## config.mk

```make
export PLATFORM = sky130hd
export DESIGN_NAME = vx_axil_ctrl
export DESIGN_NICKNAME = d
export VERILOG_FILES = /design/src/rtl/vx_axil_ctrl_pkg.sv /design/src/rtl/vx_axil_regif.sv /design/src/rtl/vx_axil_ctrl.sv
export SDC_FILE = /design/constraint.sdc
export NUM_CORES = 1
export LEC_CHECK = 0
export BUFFER_PORTS_ARGS = -buffer_cell sky130_fd_sc_hd__buf_2
export CAP_MARGIN = 20
export CORE_MARGIN = 2
export CORE_UTILIZATION = 53
export DETAILED_ROUTE_END_ITERATION = 6
export GPL_TIMING_DRIVEN = 0
export PLACE_DENSITY = 0.8
export SYNTH_ARGS = -nofsm -noshare
export SYNTH_HDL_FRONTEND = slang
export SYNTH_HIERARCHICAL = 1
export SYNTH_SLANG_ARGS = --single-unit
```

## constraint.sdc

```tcl
create_clock -name clk -period 2.2 [get_ports clk]
set_clock_uncertainty 0.15 [all_clocks]
set_input_delay 0.44 -clock clk [delete_from_list [all_inputs] [get_ports clk]]
set_output_delay 0.44 -clock clk [all_outputs]
set_load 0.03 [all_outputs]
```

## src/rtl/vx_axil_ctrl_pkg.sv

```systemverilog
// Shared definitions for the Vortex AXI-Lite control block: register map,
// CTRL/STATUS bit positions, run-sequencer states and AXI response codes.
package vx_axil_ctrl_pkg;

  localparam int VX_DCR_ADDR_WIDTH = 12;
  localparam int VX_DCR_DATA_WIDTH = 32;

  // Word offsets, i.e. byte address bits [4:2]
  localparam logic [2:0] REG_CTRL      = 3'd0;
  localparam logic [2:0] REG_DCR_ADDR  = 3'd1;
  localparam logic [2:0] REG_DCR_DATA  = 3'd2;
  localparam logic [2:0] REG_STATUS    = 3'd3;
  localparam logic [2:0] REG_CYCLES_LO = 3'd4;
  localparam logic [2:0] REG_CYCLES_HI = 3'd5;

  localparam int CTRL_START_BIT   = 0;
  localparam int CTRL_DONE_BIT    = 1;
  localparam int CTRL_IDLE_BIT    = 2;
  localparam int STATUS_BUSY_BIT  = 0;
  localparam int STATUS_STATE_LSB = 1;

  localparam logic [1:0] RESP_OKAY   = 2'b00;
  localparam logic [1:0] RESP_SLVERR = 2'b10;

  typedef enum logic [1:0] {
    IDLE  = 2'd0,
    RESET = 2'd1,
    RUN   = 2'd2,
    DONE  = 2'd3
  } state_t;

  // Byte-lane merge of a write into an existing 32-bit value
  function automatic logic [31:0] apply_strb(input logic [31:0] old_val,
                                             input logic [31:0] new_val,
                                             input logic [3:0]  strb);
    logic [31:0] res;
    res = old_val;
    for (int b = 0; b < 4; b++) begin
      if (strb[b]) res[8*b +: 8] = new_val[8*b +: 8];
    end
    return res;
  endfunction

endpackage

```

## src/rtl/vx_axil_regif.sv

```systemverilog
// AXI-Lite slave front end: captures AW and W independently, issues one
// register write/read strobe per transaction and returns registered responses.
module vx_axil_regif
  import vx_axil_ctrl_pkg::*;
#(
  parameter int ADDR_W = 8,
  parameter int DATA_W = 32
) (
  input  logic              clk,
  input  logic              reset_n,
  input  logic              i_awvalid,
  output logic              o_awready,
  input  logic [ADDR_W-1:0] i_awaddr,
  input  logic              i_wvalid,
  output logic              o_wready,
  input  logic [DATA_W-1:0] i_wdata,
  input  logic [DATA_W/8-1:0] i_wstrb,
  output logic              o_bvalid,
  input  logic              i_bready,
  output logic [1:0]        o_bresp,
  input  logic              i_arvalid,
  output logic              o_arready,
  input  logic [ADDR_W-1:0] i_araddr,
  output logic              o_rvalid,
  input  logic              i_rready,
  output logic [DATA_W-1:0] o_rdata,
  output logic [1:0]        o_rresp,
  output logic              o_wr_en,
  output logic [2:0]        o_wr_addr,
  output logic [DATA_W-1:0] o_wr_data,
  output logic [DATA_W/8-1:0] o_wr_strb,
  input  logic [1:0]        i_wr_resp,
  output logic              o_rd_en,
  output logic [2:0]        o_rd_addr,
  input  logic [DATA_W-1:0] i_rd_data
);

  logic                r_active;
  logic                r_aw_held;
  logic                r_w_held;
  logic [2:0]          r_aw_addr;
  logic [DATA_W-1:0]   r_w_data;
  logic [DATA_W/8-1:0] r_w_strb;
  logic                r_bvalid;
  logic [1:0]          r_bresp;
  logic                r_rvalid;
  logic [DATA_W-1:0]   r_rdata;

  logic w_awready;
  logic w_wready;
  logic w_arready;
  logic w_wr_fire;
  logic w_unused;

  // r_active keeps every ready low while reset is asserted
  assign w_awready = r_active && !r_aw_held && !r_bvalid;
  assign w_wready  = r_active && !r_w_held && !r_bvalid;
  assign w_arready = r_active && !r_rvalid;
  assign w_wr_fire = r_aw_held && r_w_held;
  assign w_unused  = &{1'b0, i_awaddr[ADDR_W-1:5], i_awaddr[1:0],
                       i_araddr[ADDR_W-1:5], i_araddr[1:0]};

  always_ff @(posedge clk or negedge reset_n) begin
    if (!reset_n) begin
      r_active  <= 1'b0;
      r_aw_held <= 1'b0;
      r_w_held  <= 1'b0;
      r_aw_addr <= '0;
      r_w_data  <= '0;
      r_w_strb  <= '0;
      r_bvalid  <= 1'b0;
      r_bresp   <= RESP_OKAY;
    end else begin
      r_active <= 1'b1;
      if (w_wr_fire) begin
        r_aw_held <= 1'b0;
        r_w_held  <= 1'b0;
        r_bvalid  <= 1'b1;
        r_bresp   <= i_wr_resp;
      end else begin
        if (i_awvalid && w_awready) begin
          r_aw_held <= 1'b1;
          r_aw_addr <= i_awaddr[4:2];
        end
        if (i_wvalid && w_wready) begin
          r_w_held <= 1'b1;
          r_w_data <= i_wdata;
          r_w_strb <= i_wstrb;
        end
        if (r_bvalid && i_bready) r_bvalid <= 1'b0;
      end
    end
  end

  always_ff @(posedge clk or negedge reset_n) begin
    if (!reset_n) begin
      r_rvalid <= 1'b0;
      r_rdata  <= '0;
    end else if (i_arvalid && w_arready) begin
      r_rvalid <= 1'b1;
      r_rdata  <= i_rd_data;
    end else if (r_rvalid && i_rready) begin
      r_rvalid <= 1'b0;
    end
  end

  assign o_awready = w_awready;
  assign o_wready  = w_wready;
  assign o_arready = w_arready;
  assign o_bvalid  = r_bvalid;
  assign o_bresp   = r_bresp;
  assign o_rvalid  = r_rvalid;
  assign o_rdata   = r_rdata;
  assign o_rresp   = RESP_OKAY;
  assign o_wr_en   = w_wr_fire;
  assign o_wr_addr = r_aw_addr;
  assign o_wr_data = r_w_data;
  assign o_wr_strb = r_w_strb;
  assign o_rd_en   = i_arvalid && w_arready;
  assign o_rd_addr = i_araddr[4:2];

endmodule

```

## src/rtl/vx_axil_ctrl.sv

```systemverilog
// Host control slave for the Vortex AXI top: DCR programming, kernel
// start/reset sequencing, completion flag/interrupt and a 64-bit run counter.
module vx_axil_ctrl
  import vx_axil_ctrl_pkg::*;
#(
  parameter int AXIL_ADDR_WIDTH = 8,
  parameter int AXIL_DATA_WIDTH = 32,
  parameter int RESET_DELAY     = 16,
  parameter int BUSY_WAIT       = 256
) (
  input  logic                         clk,
  input  logic                         reset_n,
  input  logic                         s_axil_awvalid,
  output logic                         s_axil_awready,
  input  logic [AXIL_ADDR_WIDTH-1:0]   s_axil_awaddr,
  input  logic                         s_axil_wvalid,
  output logic                         s_axil_wready,
  input  logic [AXIL_DATA_WIDTH-1:0]   s_axil_wdata,
  input  logic [3:0]                   s_axil_wstrb,
  output logic                         s_axil_bvalid,
  input  logic                         s_axil_bready,
  output logic [1:0]                   s_axil_bresp,
  input  logic                         s_axil_arvalid,
  output logic                         s_axil_arready,
  input  logic [AXIL_ADDR_WIDTH-1:0]   s_axil_araddr,
  output logic                         s_axil_rvalid,
  input  logic                         s_axil_rready,
  output logic [AXIL_DATA_WIDTH-1:0]   s_axil_rdata,
  output logic [1:0]                   s_axil_rresp,
  output logic                         dcr_wr_valid,
  output logic [VX_DCR_ADDR_WIDTH-1:0] dcr_wr_addr,
  output logic [VX_DCR_DATA_WIDTH-1:0] dcr_wr_data,
  output logic                         vx_reset,
  input  logic                         busy,
  output logic                         interrupt
);

  localparam int CNT_MAX = (RESET_DELAY > BUSY_WAIT) ? RESET_DELAY : BUSY_WAIT;
  localparam int CNT_W   = $clog2(CNT_MAX + 1);

  logic        w_wr_en;
  logic [2:0]  w_wr_addr;
  logic [31:0] w_wr_data;
  logic [3:0]  w_wr_strb;
  logic [1:0]  w_wr_resp;
  logic        w_rd_en;
  logic [2:0]  w_rd_addr;
  logic [31:0] w_rd_data;

  state_t r_state;
  state_t w_state_next;

  logic [31:0]                  r_dcr_addr;
  logic                         r_dcr_wr_valid;
  logic [VX_DCR_ADDR_WIDTH-1:0] r_dcr_wr_addr;
  logic [VX_DCR_DATA_WIDTH-1:0] r_dcr_wr_data;
  logic                         r_vx_reset;
  logic                         r_done_sticky;
  logic                         r_seen_busy;
  logic                         r_busy_q;
  logic [63:0]                  r_cycles;
  logic [31:0]                  r_hi_snap;
  logic [CNT_W-1:0]             r_phase_cnt;

  logic        w_start;
  logic        w_dcr_fire;
  logic        w_enter_run;
  logic [31:0] w_dcr_merged;

  vx_axil_regif #(
    .ADDR_W(AXIL_ADDR_WIDTH),
    .DATA_W(AXIL_DATA_WIDTH)
  ) u_regif (
    .clk       (clk),
    .reset_n   (reset_n),
    .i_awvalid (s_axil_awvalid),
    .o_awready (s_axil_awready),
    .i_awaddr  (s_axil_awaddr),
    .i_wvalid  (s_axil_wvalid),
    .o_wready  (s_axil_wready),
    .i_wdata   (s_axil_wdata),
    .i_wstrb   (s_axil_wstrb),
    .o_bvalid  (s_axil_bvalid),
    .i_bready  (s_axil_bready),
    .o_bresp   (s_axil_bresp),
    .i_arvalid (s_axil_arvalid),
    .o_arready (s_axil_arready),
    .i_araddr  (s_axil_araddr),
    .o_rvalid  (s_axil_rvalid),
    .i_rready  (s_axil_rready),
    .o_rdata   (s_axil_rdata),
    .o_rresp   (s_axil_rresp),
    .o_wr_en   (w_wr_en),
    .o_wr_addr (w_wr_addr),
    .o_wr_data (w_wr_data),
    .o_wr_strb (w_wr_strb),
    .i_wr_resp (w_wr_resp),
    .o_rd_en   (w_rd_en),
    .o_rd_addr (w_rd_addr),
    .i_rd_data (w_rd_data)
  );

  assign w_start      = w_wr_en && (w_wr_addr == REG_CTRL) &&
                        w_wr_strb[0] && w_wr_data[CTRL_START_BIT];
  assign w_dcr_fire   = w_wr_en && (w_wr_addr == REG_DCR_DATA) && (r_state == IDLE);
  assign w_wr_resp    = ((w_wr_addr == REG_DCR_DATA) && (r_state != IDLE)) ?
                        RESP_SLVERR : RESP_OKAY;
  assign w_dcr_merged = apply_strb(r_dcr_wr_data, w_wr_data, w_wr_strb);
  assign w_enter_run  = (r_state == RESET) && (w_state_next == RUN);

  always_ff @(posedge clk or negedge reset_n) begin
    if (!reset_n) r_state <= IDLE;
    else          r_state <= w_state_next;
  end

  always_comb begin
    w_state_next = r_state;
    case (r_state)
      IDLE:  if (w_start) w_state_next = RESET;
      RESET: if (r_phase_cnt == CNT_W'(RESET_DELAY - 1)) w_state_next = RUN;
      RUN: begin
        // Either busy has come and gone, or it never showed up in time
        if (r_seen_busy && !busy)
          w_state_next = DONE;
        else if (!r_seen_busy && !busy && (r_phase_cnt == CNT_W'(BUSY_WAIT - 1)))
          w_state_next = DONE;
      end
      DONE:    w_state_next = IDLE;
      default: w_state_next = IDLE;
    endcase
  end

  always_ff @(posedge clk or negedge reset_n) begin
    if (!reset_n) begin
      r_vx_reset    <= 1'b1;
      r_cycles      <= '0;
      r_phase_cnt   <= '0;
      r_seen_busy   <= 1'b0;
      r_done_sticky <= 1'b0;
      r_hi_snap     <= '0;
      r_busy_q      <= 1'b0;
    end else begin
      r_busy_q <= busy;
      if ((r_state == IDLE) && w_start) begin
        r_vx_reset  <= 1'b1;
        r_cycles    <= '0;
        r_phase_cnt <= '0;
      end else if (w_enter_run) begin
        r_vx_reset  <= 1'b0;
        r_phase_cnt <= '0;
        r_seen_busy <= 1'b0;
      end else if (r_state != IDLE) begin
        r_phase_cnt <= r_phase_cnt + CNT_W'(1);
      end
      if (r_state == RUN) begin
        r_cycles <= r_cycles + 64'd1;
        if (busy) r_seen_busy <= 1'b1;
      end
      // The done event takes priority over a clearing read in the same cycle
      if (r_state == DONE)
        r_done_sticky <= 1'b1;
      else if ((r_state == IDLE) && w_start)
        r_done_sticky <= 1'b0;
      else if (w_rd_en && (w_rd_addr == REG_CTRL))
        r_done_sticky <= 1'b0;
      if (w_rd_en && (w_rd_addr == REG_CYCLES_LO)) r_hi_snap <= r_cycles[63:32];
    end
  end

  always_ff @(posedge clk or negedge reset_n) begin
    if (!reset_n) begin
      r_dcr_addr     <= '0;
      r_dcr_wr_valid <= 1'b0;
      r_dcr_wr_addr  <= '0;
      r_dcr_wr_data  <= '0;
    end else begin
      r_dcr_wr_valid <= w_dcr_fire;
      if (w_wr_en && (w_wr_addr == REG_DCR_ADDR))
        r_dcr_addr <= apply_strb(r_dcr_addr, w_wr_data, w_wr_strb);
      if (w_dcr_fire) begin
        r_dcr_wr_addr <= r_dcr_addr[VX_DCR_ADDR_WIDTH-1:0];
        r_dcr_wr_data <= w_dcr_merged;
      end
    end
  end

  always_comb begin
    w_rd_data = '0;
    case (w_rd_addr)
      REG_CTRL: begin
        w_rd_data[CTRL_DONE_BIT] = r_done_sticky;
        w_rd_data[CTRL_IDLE_BIT] = (r_state == IDLE);
      end
      REG_DCR_ADDR: w_rd_data = r_dcr_addr;
      REG_STATUS: begin
        w_rd_data[STATUS_BUSY_BIT]       = r_busy_q;
        w_rd_data[STATUS_STATE_LSB +: 2] = r_state;
      end
      REG_CYCLES_LO: w_rd_data = r_cycles[31:0];
      REG_CYCLES_HI: w_rd_data = r_hi_snap;
      default:       w_rd_data = '0;
    endcase
  end

  assign dcr_wr_valid = r_dcr_wr_valid;
  assign dcr_wr_addr  = r_dcr_wr_addr;
  assign dcr_wr_data  = r_dcr_wr_data;
  assign vx_reset     = r_vx_reset;
  assign interrupt    = r_done_sticky;

endmodule

```

==> run metrics, run 1 <==
status=completed; cell with the most instances after synthesis=dfrtp_1; Initial DRT Pass Iterations=6; Commonest cells post-synth=dfrtp_1, mux2_2, nand2_1; max cap viols=0; Final Instance Area=0.0148 sq mm; Final Max Slew Viols=0; Post-Synth Simple-Gate Area=between 10% and 20%; Placed Cells=~1,400; Hold Path Class=in2reg; first-pass GRT wire length=between 40,000 and 50,000 um; dpl cell area=about 0.013 sq mm; CP max stage cell=or4b_4; Mapped Area=between 0.01 and 0.015 sq mm; capture point of the worst reg-to-reg path=r_cycles[55]; Clock Latency Late Sink=approximately 550 ps; Critical Path Source=r_state[0]; Inserted Diodes=0; post-synthesis adder-cell area fraction=less than 1%; setup TNS=0 ps; Worst Setup EP=r_cycles[55]; worst-path fanout max=10; Worst Hold Slack=~18 ps; Synth Area in Compound Gates=under 10%; crit path capture type=flop; worst slack, placed=-837 ps; Num CTS Buffers=27; hpwl dp=slightly above 20,000 um; total core area=0.0225 sq mm; RSZ-0062 raised after global routing=yes; Post-Synth XOR/XNOR Area=less than 1%; sequential area share after synthesis=55.3%; Core Util, Final=about two thirds; crit start category=flop; number of port buffers=132; length of routed met3 wiring=around 2100 um; WL/cell=between 20 and 25 um; Ys Warns=6; placer congestion estimate=between 0.9 and 1; die span in y=between 150 and 200 um; R2R cell count=7; grt total ovfl=0; fmax=about 460 MHz; pin count of the biggest net entering global routing=~130; Crit path top cell by count=buf_4; synth top area cells=dfrtp_1, mux2_2, mux2_4; nets=between 1,000 and 1,500; Primary FF master, synth=dfrtp_1; Remaining DRCs=0; Layout Cells excl Fill=1,521; Post-Route WL=~31,000 um; Post-synth EDFFs=0; period utilization=slightly below 100%; CTS clk-pin slew, worst paths=roughly 60 ps; number of setup violations in the final report=0; Metal-1 WL=roughly 13,000 um; CTS tree=built; register bit total from synthesis=266; critical path's top delay family=simple AND/OR/NAND/NOR gates; post-synthesis mux area share=about 22%; die area=roughly 0.024 sq mm; share of layout cells above drive strength 1=roughly 40%; Max VDD drop=~950 uV; DR top layer=met4; vias=about 9,000; Distinct cells, synth=just over 60; met2 wire length=between 15,000 and 20,000 um; data required time of the worst path=roughly 2500 ps; post-synth top area share=between 50% and 60%; largest family of logic cells by synthesized area=multiplexers; Routed Antenna Nets=0; ys async rst share=100%; top-level port count=148; Crit path depth=7; Synth Instances=between 900 and 1,000; die span in x=around 150 um; Reg-to-Reg Start=r_state[0]; drt via density=approximately 5.9; initial core utilization=a little over half; Total Routing Usage GR=between 20 and 30%; r2r setup slk=roughly 45 ps; Tmin final=approximately 2200 ps; Area Overhead vs Synth=23.2%; H-tree lvl count=1; number of global-route vias before repair=between 8,000 and 9,000; CTS Buffer Depth=3; CP Class=reg2reg; crit-path max cell delay=roughly 600 ps; CTS sink count=between 200 and 300; root buffer cell=clkbuf_16; post-route setup slack=approximately 45 ps; Pwr Total=15.7 mW; number of cell rows=between 50 and 60; Worst Max-Slew Pin Slew=747 ps; area leader, netlist=dfrtp_1; Final Hold Vio Count=0; Worst slew margin=between 50% and 60%; Worst Path Arrival=2430 ps; P_leak=between 7 and 8 nW; crit path buf inv count=3; initial antenna violation count=0; syn_area_per_cell=about 12 sq um; Cell Chain, Critical Path=buf_6 -> or2_4 -> or4b_4 -> buf_4 -> buf_4 -> nand2_1 -> mux2i_1; PwrDens=around 1100 mW/mm^2; 1st-iter DRT viols=just over 800
[cell type report]
| type | instances | area [sq um] |
|---|---|---|
| plain buffers | 46 | 329 |
| fillers | 1566 | 7660 |
| flip-flops and latches | 266 | 6680 |
| clock buffers | 42 | 802 |
| inverters | 17 | 66.3 |
| repair buffers | 204 | 1360 |
| multi-input cells | 654 | 5210 |
| clock inverters | 7 | 45.0 |
| well taps | 285 | 357 |
[cell families (layout without fill, tap and decap cells)]
kind of cell | after synthesis | in the layout
buffers and inverters | 71 | 316
and+or+nand+nor | 299 | 299
DFF | 266 | 266
other | 3 | 4
adders and majority gates | 3 | 3
xor gates and xnor gates | 7 | 7
AOI/OAI and AO/OA | 118 | 118
muxes | 223 | 223
[report_power, final]
part	internal [mW]	switching [mW]
sequential	6.06	0.976
clock	2.50	1.93
combinational	1.97	2.22
total	10.5	5.12
[worst register-to-register path: stages (launching register included)]
cell and delay [ps]:
dfrtp_1 370, buf_6 140, or2_4 260, or4b_4 600
buf_4 180, buf_4 190, nand2_1 90, mux2i_1 70
[routing by layer]
layer	GRT usage (%)	vias up
met1	34.4	4507
met4	10.8	0
met3	3.95	100
li1	-	4009
met2	42.5	388
met5	0	-
[worst min-delay path by stage]
| stage | from | end | slack, ps | cells past startpoint |
|---|---|---|---|---|
| 2_1_floorplan | reset_n | dcr_wr_addr[0] | -6 | 0 |
| 3_3_place_gp | dcr_wr_addr[3] | dcr_wr_addr[3] | 310 | 2 |
| 3_5_place_dp | reset_n | r_phase_cnt[5] | 250 | 1 |
| 4_1_cts | s_axil_awaddr[3] | u_regif/o_wr_addr[1] | 6 | 2 |
| 5_1_grt | s_axil_awaddr[3] | u_regif/o_wr_addr[1] | 0.5 | 2 |
| 6_report | s_axil_awaddr[3] | u_regif/o_wr_addr[1] | 20 | 2 |
[cell usage in the layout (no fill, tap or decap), types with 6 or more instances in the layout]
master / instances
o21ai_0: 14
and3_1: 10
clkbuf_8: 7
clkbuf_1: 21
buf_4: 35
dlygate4sd3_1: 42
nor2_1: 65
dfrtp_2: 15
mux2i_1: 22
nand2b_1: 6
mux2_4: 29
clkbuf_16: 27
dfrtp_1: 250
a22oi_1: 29
nand4_1: 23
nand3_1: 33
nor4_4: 8
nor3_1: 8
nand2_1: 106
buf_2: 138
inv_1: 16
buf_6: 8
o211ai_1: 21
mux2_2: 170
o31ai_1: 22
a21oi_1: 11
[flip-flops by register name, indices dropped and copies added (netlist names), 2 cells and up]
| name | cells |
|---|---|
| dcr_wr_addr | 12 |
| dcr_wr_data | 32 |
| r_cycles | 64 |
| r_dcr_addr | 32 |
| r_hi_snap | 32 |
| r_phase_cnt | 9 |
| r_state | 2 |
| u_regif/o_bresp | 2 |
| u_regif/o_rdata | 32 |
| u_regif/o_wr_addr | 3 |
| u_regif/o_wr_data | 32 |
| u_regif/o_wr_strb | 4 |
[repair_timing]
item / 4_1_cts / 5_1_grt
setup endpoints to repair: 191 / 112
cloned: 0 / 0
endpoints found under the hold margin: 98 / 0
gates resized for setup: 39 / 40
pin swaps: 9 / 14
hold buffers: 42 / 0
buffers inserted: 9 / 19
Power figures use the tool's default switching activity.
==> run 2: changes to the inputs <==
--- a/config.mk
+++ b/config.mk
@@ -7,6 +7,7 @@
 export LEC_CHECK = 0
 export BUFFER_PORTS_ARGS = -buffer_cell sky130_fd_sc_hd__buf_2
 export CAP_MARGIN = 20
+export CORE_ASPECT_RATIO = 0.8
 export CORE_MARGIN = 2
 export CORE_UTILIZATION = 53
 export DETAILED_ROUTE_END_ITERATION = 6
==> constraint.sdc (replaced) <==
create_clock -name clk -period 2.2 [get_ports clk]
set_clock_uncertainty 0.15 [all_clocks]
set_input_delay 0.44 -clock clk [delete_from_list [all_inputs] [get_ports clk]]
set_output_delay 0.44 -clock clk [all_outputs]
set_load 0.02 [all_outputs]
==> run metrics, run 2 (synthesis results as in run 1) <==
CP Class=reg2reg (unchanged); Max VDD drop=1120 uV (was 945 uV); CTS sink count=266 (unchanged); top-level port count=148 (unchanged); Inserted Diodes=0 (unchanged); sequential cell area=0.00667 sq mm (was 0.00668 sq mm); Top reg by flops=r_cycles (unchanged); violated checks=setup timing; Area Overhead vs Synth=23.7% (was 23.2%); multi-input logic area=0.00523 sq mm (was 0.00521 sq mm); number of setup violations in the final report=8 (was 0); grt total ovfl=0 (unchanged); pin count of the biggest net entering global routing=127 (was 125); Num CTS Buffers=26 (was 27); FILL cells=1,518 (was 1,566); period utilization=102% (was 98.0%); nets=1,282 (was 1,279); RSZ-0062 raised after global routing=yes (unchanged); crit path capture type=flop (unchanged); drt via density=5.87 (was 5.92); post-route setup slack=-45.0 ps (was 44.9 ps); vias=9,056 (was 9,004); die span in y=139 um (was 155 um); Core Util, Final=66.6% (was 66.0%); Worst Hold Slack=170 ps (was 18.1 ps); most frequent cells in the layout=dfrtp_1, mux2_2, buf_2 (unchanged); max cap viols=0 (unchanged); first-pass GRT wire length=50,800 um (was 48,700 um); WL/cell=20.8 um (was 20.5 um); number of port buffers=132 (unchanged); Clock Latency Late Sink=540 ps (was 550 ps); Worst Max-Slew Pin Slew=704 ps (was 747 ps); length of routed met3 wiring=2460 um (was 2120 um); initial core utilization=53.8% (was 53.5%); Pwr Total=15.2 mW (was 15.7 mW); most common cell after layout, fill and taps aside=dfrtp_1 (unchanged); Total Routing Usage GR=26.6% (was 25.8%); Initial DRT Pass Iterations=6 (unchanged); P_leak=7.37 nW (was 7.33 nW); Hold Path Class=in2reg (unchanged); Worst slew margin=53.1% (was 50.2%); die span in x=173 um (was 155 um); total core area=0.0224 sq mm (was 0.0225 sq mm); fmax=445 MHz (was 464 MHz); CTS Buffer Depth=3 (unchanged); Metal-1 WL=13,500 um (was 12,500 um); Remaining DRCs=0 (unchanged); CTS clk-pin slew, worst paths=70 ps (was 60 ps); r2r setup slk=-50 ps (was 40 ps); Routed Antenna Nets=0 (unchanged); placer congestion estimate=0.896 (was 0.999); Final Max Slew Viols=0 (unchanged); die area=0.0240 sq mm (about the same); max FFs per register=64 (unchanged); Post-Route WL=32,100 um (was 31,200 um); Worst Path Arrival=2520 ps (was 2430 ps); DR top layer=met4 (unchanged); data required time of the worst path=2480 ps (was 2470 ps); share of layout cells above drive strength 1=39.8% (was 40.0%); worst-path fanout max=6 (was 10); CTS tree=built (unchanged); Tmin final=2250 ps (was 2160 ps); root buffer cell=clkbuf_16 (unchanged); hpwl dp=20,900 um (was 20,400 um); 1st-iter DRT viols=1,097 (was 816); PwrDens=1020 mW/mm^2 (was 1050 mW/mm^2); crit start category=flop (unchanged); number of global-route vias before repair=9,039 (was 8,985); H-tree lvl count=1 (unchanged); number of cell rows=49 (was 55); status=finished with violations (was completed); met2 wire length=15,300 um (was 15,200 um); Final Hold Vio Count=0 (unchanged); initial antenna violation count=1 (was 0)
-- run 2: layer usage --
metal  track usage, %  up-vias
met3             5.43       74
li1                 -     4007
met2             42.8      412
met5                0        -
met4             7.60        0
met1             37.1     4563
-- run 2: layout make-up --
cell class | instances | share of cell area [%]
timing repair buffer | 208 | 9.34
sequential | 266 | 44.7
clock inverter | 9 | 0.512
clock buffer | 37 | 4.98
buffer | 46 | 2.30
tap | 306 | 2.57
multi-input combinational | 654 | 35.1
inverter | 17 | 0.462
-- run 2: final timing paths --
kind                                start                 end  depth (start not counted)
setup / recovery             r_cycles[37]        r_cycles[59]                          6
hold / removal             s_axil_arvalid  u_regif/o_rdata[2]                          3
setup reg to reg             r_cycles[37]        r_cycles[59]                          6
hold reg to reg            dcr_wr_addr[2]      dcr_wr_addr[2]                          2
max in group asynchronous         reset_n    u_regif/r_active                          4
min in group asynchronous         reset_n        r_cycles[20]                          2
-- run 2: metrics by stage --
stage               TNS (ps)  std cells  setup WS (ps)  area [sq um]
finish                  -138       1543          -45.0         14900
global route           -1080       1543           -113         14900
CTS                        0       1532           1.17         14700
detailed placement    -44140       1431           -711         13200
global placement    -1161510       1429          -4230         13100
floorplan               -736        991          -24.5         12100
-- run 2: where the power goes --
part,internal (mW),switching (mW)
Clock,2.36,1.90
Combinational,1.95,1.92
Sequential,6.05,1.05
Total,10.4,4.87
-- run 2: worst max-delay path: stages, from the launching register on --
cell and delay, ps:
dfrtp_1 490, nand4_1 250, nor4_2 480, and4_1 270, buf_2 210, nand3_1 140
mux2i_1 140
-- run 2: repair_timing --
action	CTS	global route
setup endpoints to repair	181	162
hold buffers	43	0
pin swaps	14	10
resized for setup	44	40
setup buffers	17	14
endpoints found under the hold margin	101	0
==> run 3: changes to the inputs <==
--- a/config.mk
+++ b/config.mk
@@ -9,10 +9,10 @@
 export CAP_MARGIN = 20
 export CORE_ASPECT_RATIO = 0.8
 export CORE_MARGIN = 2
-export CORE_UTILIZATION = 53
+export CORE_UTILIZATION = 30
 export DETAILED_ROUTE_END_ITERATION = 6
 export GPL_TIMING_DRIVEN = 0
-export PLACE_DENSITY = 0.8
+export PLACE_DENSITY = 0.51
 export SYNTH_ARGS = -nofsm -noshare
 export SYNTH_HDL_FRONTEND = slang
 export SYNTH_HIERARCHICAL = 1
==> constraint.sdc (replaced) <==
create_clock -name clk -period 2.2 [get_ports clk]
set_clock_uncertainty 0.15 [all_clocks]
set_input_delay 0.11 -clock clk [delete_from_list [all_inputs] [get_ports clk]]
set_output_delay 0.11 -clock clk [all_outputs]
set_load 0.02 [all_outputs]
==> run metrics, run 3 (synthesis results as in run 1) <==
Final Hold Vio Count=0 (unchanged); H-tree lvl count=1 (unchanged); Hold Path Class=in2async (was in2reg); max cap viols=0 (unchanged); Worst slew margin=44.4% (was 53.1%); worst slack, placed=-583 ps (was -711 ps); hpwl dp=23,400 um (was 20,900 um); die span in x=228 um (was 173 um); critical path's top delay family=simple AND/OR/NAND/NOR gates (unchanged); data required time of the worst path=2470 ps (was 2480 ps); number of global-route vias before repair=8,749 (was 9,039); Final Max Slew Viols=0 (unchanged); Tmin final=2160 ps (was 2250 ps); die area=0.0418 sq mm (was 0.0240 sq mm); die span in y=183 um (was 139 um); met2 Track Usage GR=24.4% (was 42.8%); Remaining DRCs=0 (unchanged); Pwr Total=16.0 mW (was 15.2 mW); crit-path max cell delay=620 ps (was 490 ps); Worst Path Arrival=2430 ps (was 2520 ps); RSZ-0062 raised after global routing=yes (unchanged); PwrDens=1040 mW/mm^2 (was 1020 mW/mm^2); FILL cells=3,857 (was 1,518); post-route setup slack=39.2 ps (was -45.0 ps); Area Overhead vs Synth=28.4% (was 23.7%); Cell Chain, Critical Path=buf_6 -> or2_4 -> or4b_4 -> buf_4 -> o211ai_1 -> o31ai_1 (was nand4_1 -> nor4_2 -> and4_1 -> buf_2 -> nand3_1 -> mux2i_1); Combinational Power Share=24.0% (was 25.4%); switching portion of total power=30.4% (was 32.0%); R2R cell count=6 (unchanged); Max VDD drop=644 uV (was 1120 uV); most frequent cells in the layout=dfrtp_1, mux2_2, buf_2 (unchanged); Total Routing Usage GR=15.7% (was 26.6%); Core Util, Final=39.2% (was 66.6%); met3 Use GR=2.24% (was 5.43%); Crit path depth=6 (unchanged); CTS clk-pin slew, worst paths=60 ps (was 70 ps); vias=8,712 (was 9,056); initial antenna violation count=0 (was 1); sequential cell area=0.00669 sq mm (was 0.00667 sq mm); grt total ovfl=0 (unchanged); CP max stage cell=or4b_4 (was dfrtp_1); crit path capture type=flop (unchanged); Seq pwr share=43.8% (was 46.6%); CTS tree=built (unchanged); max FFs per register=64 (unchanged); 1st-iter DRT viols=548 (was 1,097); capture point of the worst reg-to-reg path=r_cycles[56] (was r_cycles[59]); number of port buffers=132 (unchanged); gr busiest metal=met2 (unchanged); fmax=463 MHz (was 445 MHz); met1 Usage GRT=22.8% (was 37.1%); pin count of the biggest net entering global routing=117 (was 127); root buffer cell=clkbuf_16 (unchanged); Clock power frac=32.2% (was 28.0%); Worst Max-Slew Pin Slew=834 ps (was 704 ps); drt via density=4.88 (was 5.87); Reg-to-Reg Start=r_state[1] (was r_cycles[37]); first-pass GRT wire length=51,900 um (was 50,800 um); Post-Route WL=33,300 um (was 32,100 um); total core area=0.0395 sq mm (was 0.0224 sq mm); Critical Path Source=r_state[1] (was r_cycles[37]); r2r setup slk=40 ps (was -50 ps); worst-path fanout max=10 (was 6); Num CTS Buffers=29 (was 26); Top reg by flops=r_cycles (unchanged); P_leak=7.47 nW (was 7.37 nW); top-level port count=148 (unchanged); Inserted Diodes=0 (unchanged); P_int=11.2 mW (was 10.4 mW); Routed Antenna Nets=0 (unchanged); CTS sink count=266 (unchanged); initial core utilization=30.5% (was 53.8%); CP Class=reg2reg (unchanged); nets=1,290 (was 1,282); Initial DRT Pass Iterations=5 (was 6); CTS Buffer Depth=3 (unchanged); status=completed (was finished with violations); period utilization=98.2% (was 102%); number of setup violations in the final report=0 (was 8); placer congestion estimate=0.826 (was 0.896); crit start category=flop (unchanged); crit path buf inv count=2 (was 1); Clock Latency Late Sink=550 ps (was 540 ps); most common cell after layout, fill and taps aside=dfrtp_1 (unchanged); share of layout cells above drive strength 1=41.1% (was 39.8%); WL/cell=18.6 um (was 20.8 um); switching power=4.87 mW (about the same); multi-input logic area=0.00525 sq mm (was 0.00523 sq mm); number of cell rows=65 (was 49)
-- run 3: changes by cell type in the layout (fill, tap and decap cells not counted), moves of 3 or more --
cell / change
dfrtp_1: -14
dlygate4sd3_1: +7
bufinv_16: +4
dfrtp_2: +14
clkbuf_16: +3
clkbuf_4: -3
-- run 3: worst max-delay path by stage --
stage / endpoint / slack [ps]
6_report: r_cycles[56] / 40
3_3_place_gp: u_regif/o_bresp[0] / -4310
5_1_grt: r_cycles[56] / -40
4_1_cts: r_cycles[56] / -30
3_5_place_dp: u_regif/o_rdata[14] / -580
2_1_floorplan: r_hi_snap[0] / -20
-- run 3: area by class of cell --
class / instances / area share, %
Buffer: 47 / 2.22
Clock buffer: 39 / 5.38
Clock inverter: 15 / 1.21
Inverter: 17 / 0.445
Multi-Input combinational cell: 655 / 33.9
Sequential cell: 266 / 43.2
Tap cell: 536 / 4.33
Timing Repair Buffer: 211 / 9.28
-- run 3: what timing repair did --
| action | CTS | global route |
|---|---|---|
| hold buffers | 49 | 1 |
| pin swaps | 12 | 12 |
| gates cloned | 0 | 1 |
| resized for setup | 55 | 51 |
| setup buffers | 13 | 14 |
| hold endpoints to repair | 198 | 1 |
| setup endpoints to repair | 179 | 126 |
-- run 3: metal layers --
metal	vias to the layer above	share of wire, %
met2	223	45
met4	0	2.6
met5	-	0
met3	53	4.5
met1	4400	48
li1	4036	-
-- run 3: metrics by stage --
stage | cell area, sq um | instances | TNS [ps] | hold slack, ps
floorplan | 12100 | 991 | -736 | -336
global placement | 13400 | 1659 | -1184970 | 120
detailed placement | 13400 | 1661 | -49660 | -27.4
CTS | 15200 | 1772 | -37.1 | 26.6
global route | 15500 | 1786 | -81.2 | 43.0
finish | 15500 | 1786 | 0 | 3.02
-- run 3: power groups by stage --
stage	Combinational (mW)	Clock [mW]	Sequential, mW
after floorplan	2.05	0	7.24
after global placement	3.57	0	7.04
after detailed placement	3.63	0	7.06
after CTS	3.77	5.28	7.04
after global routing	4.15	5.47	7.21
final	3.85	5.16	7.03
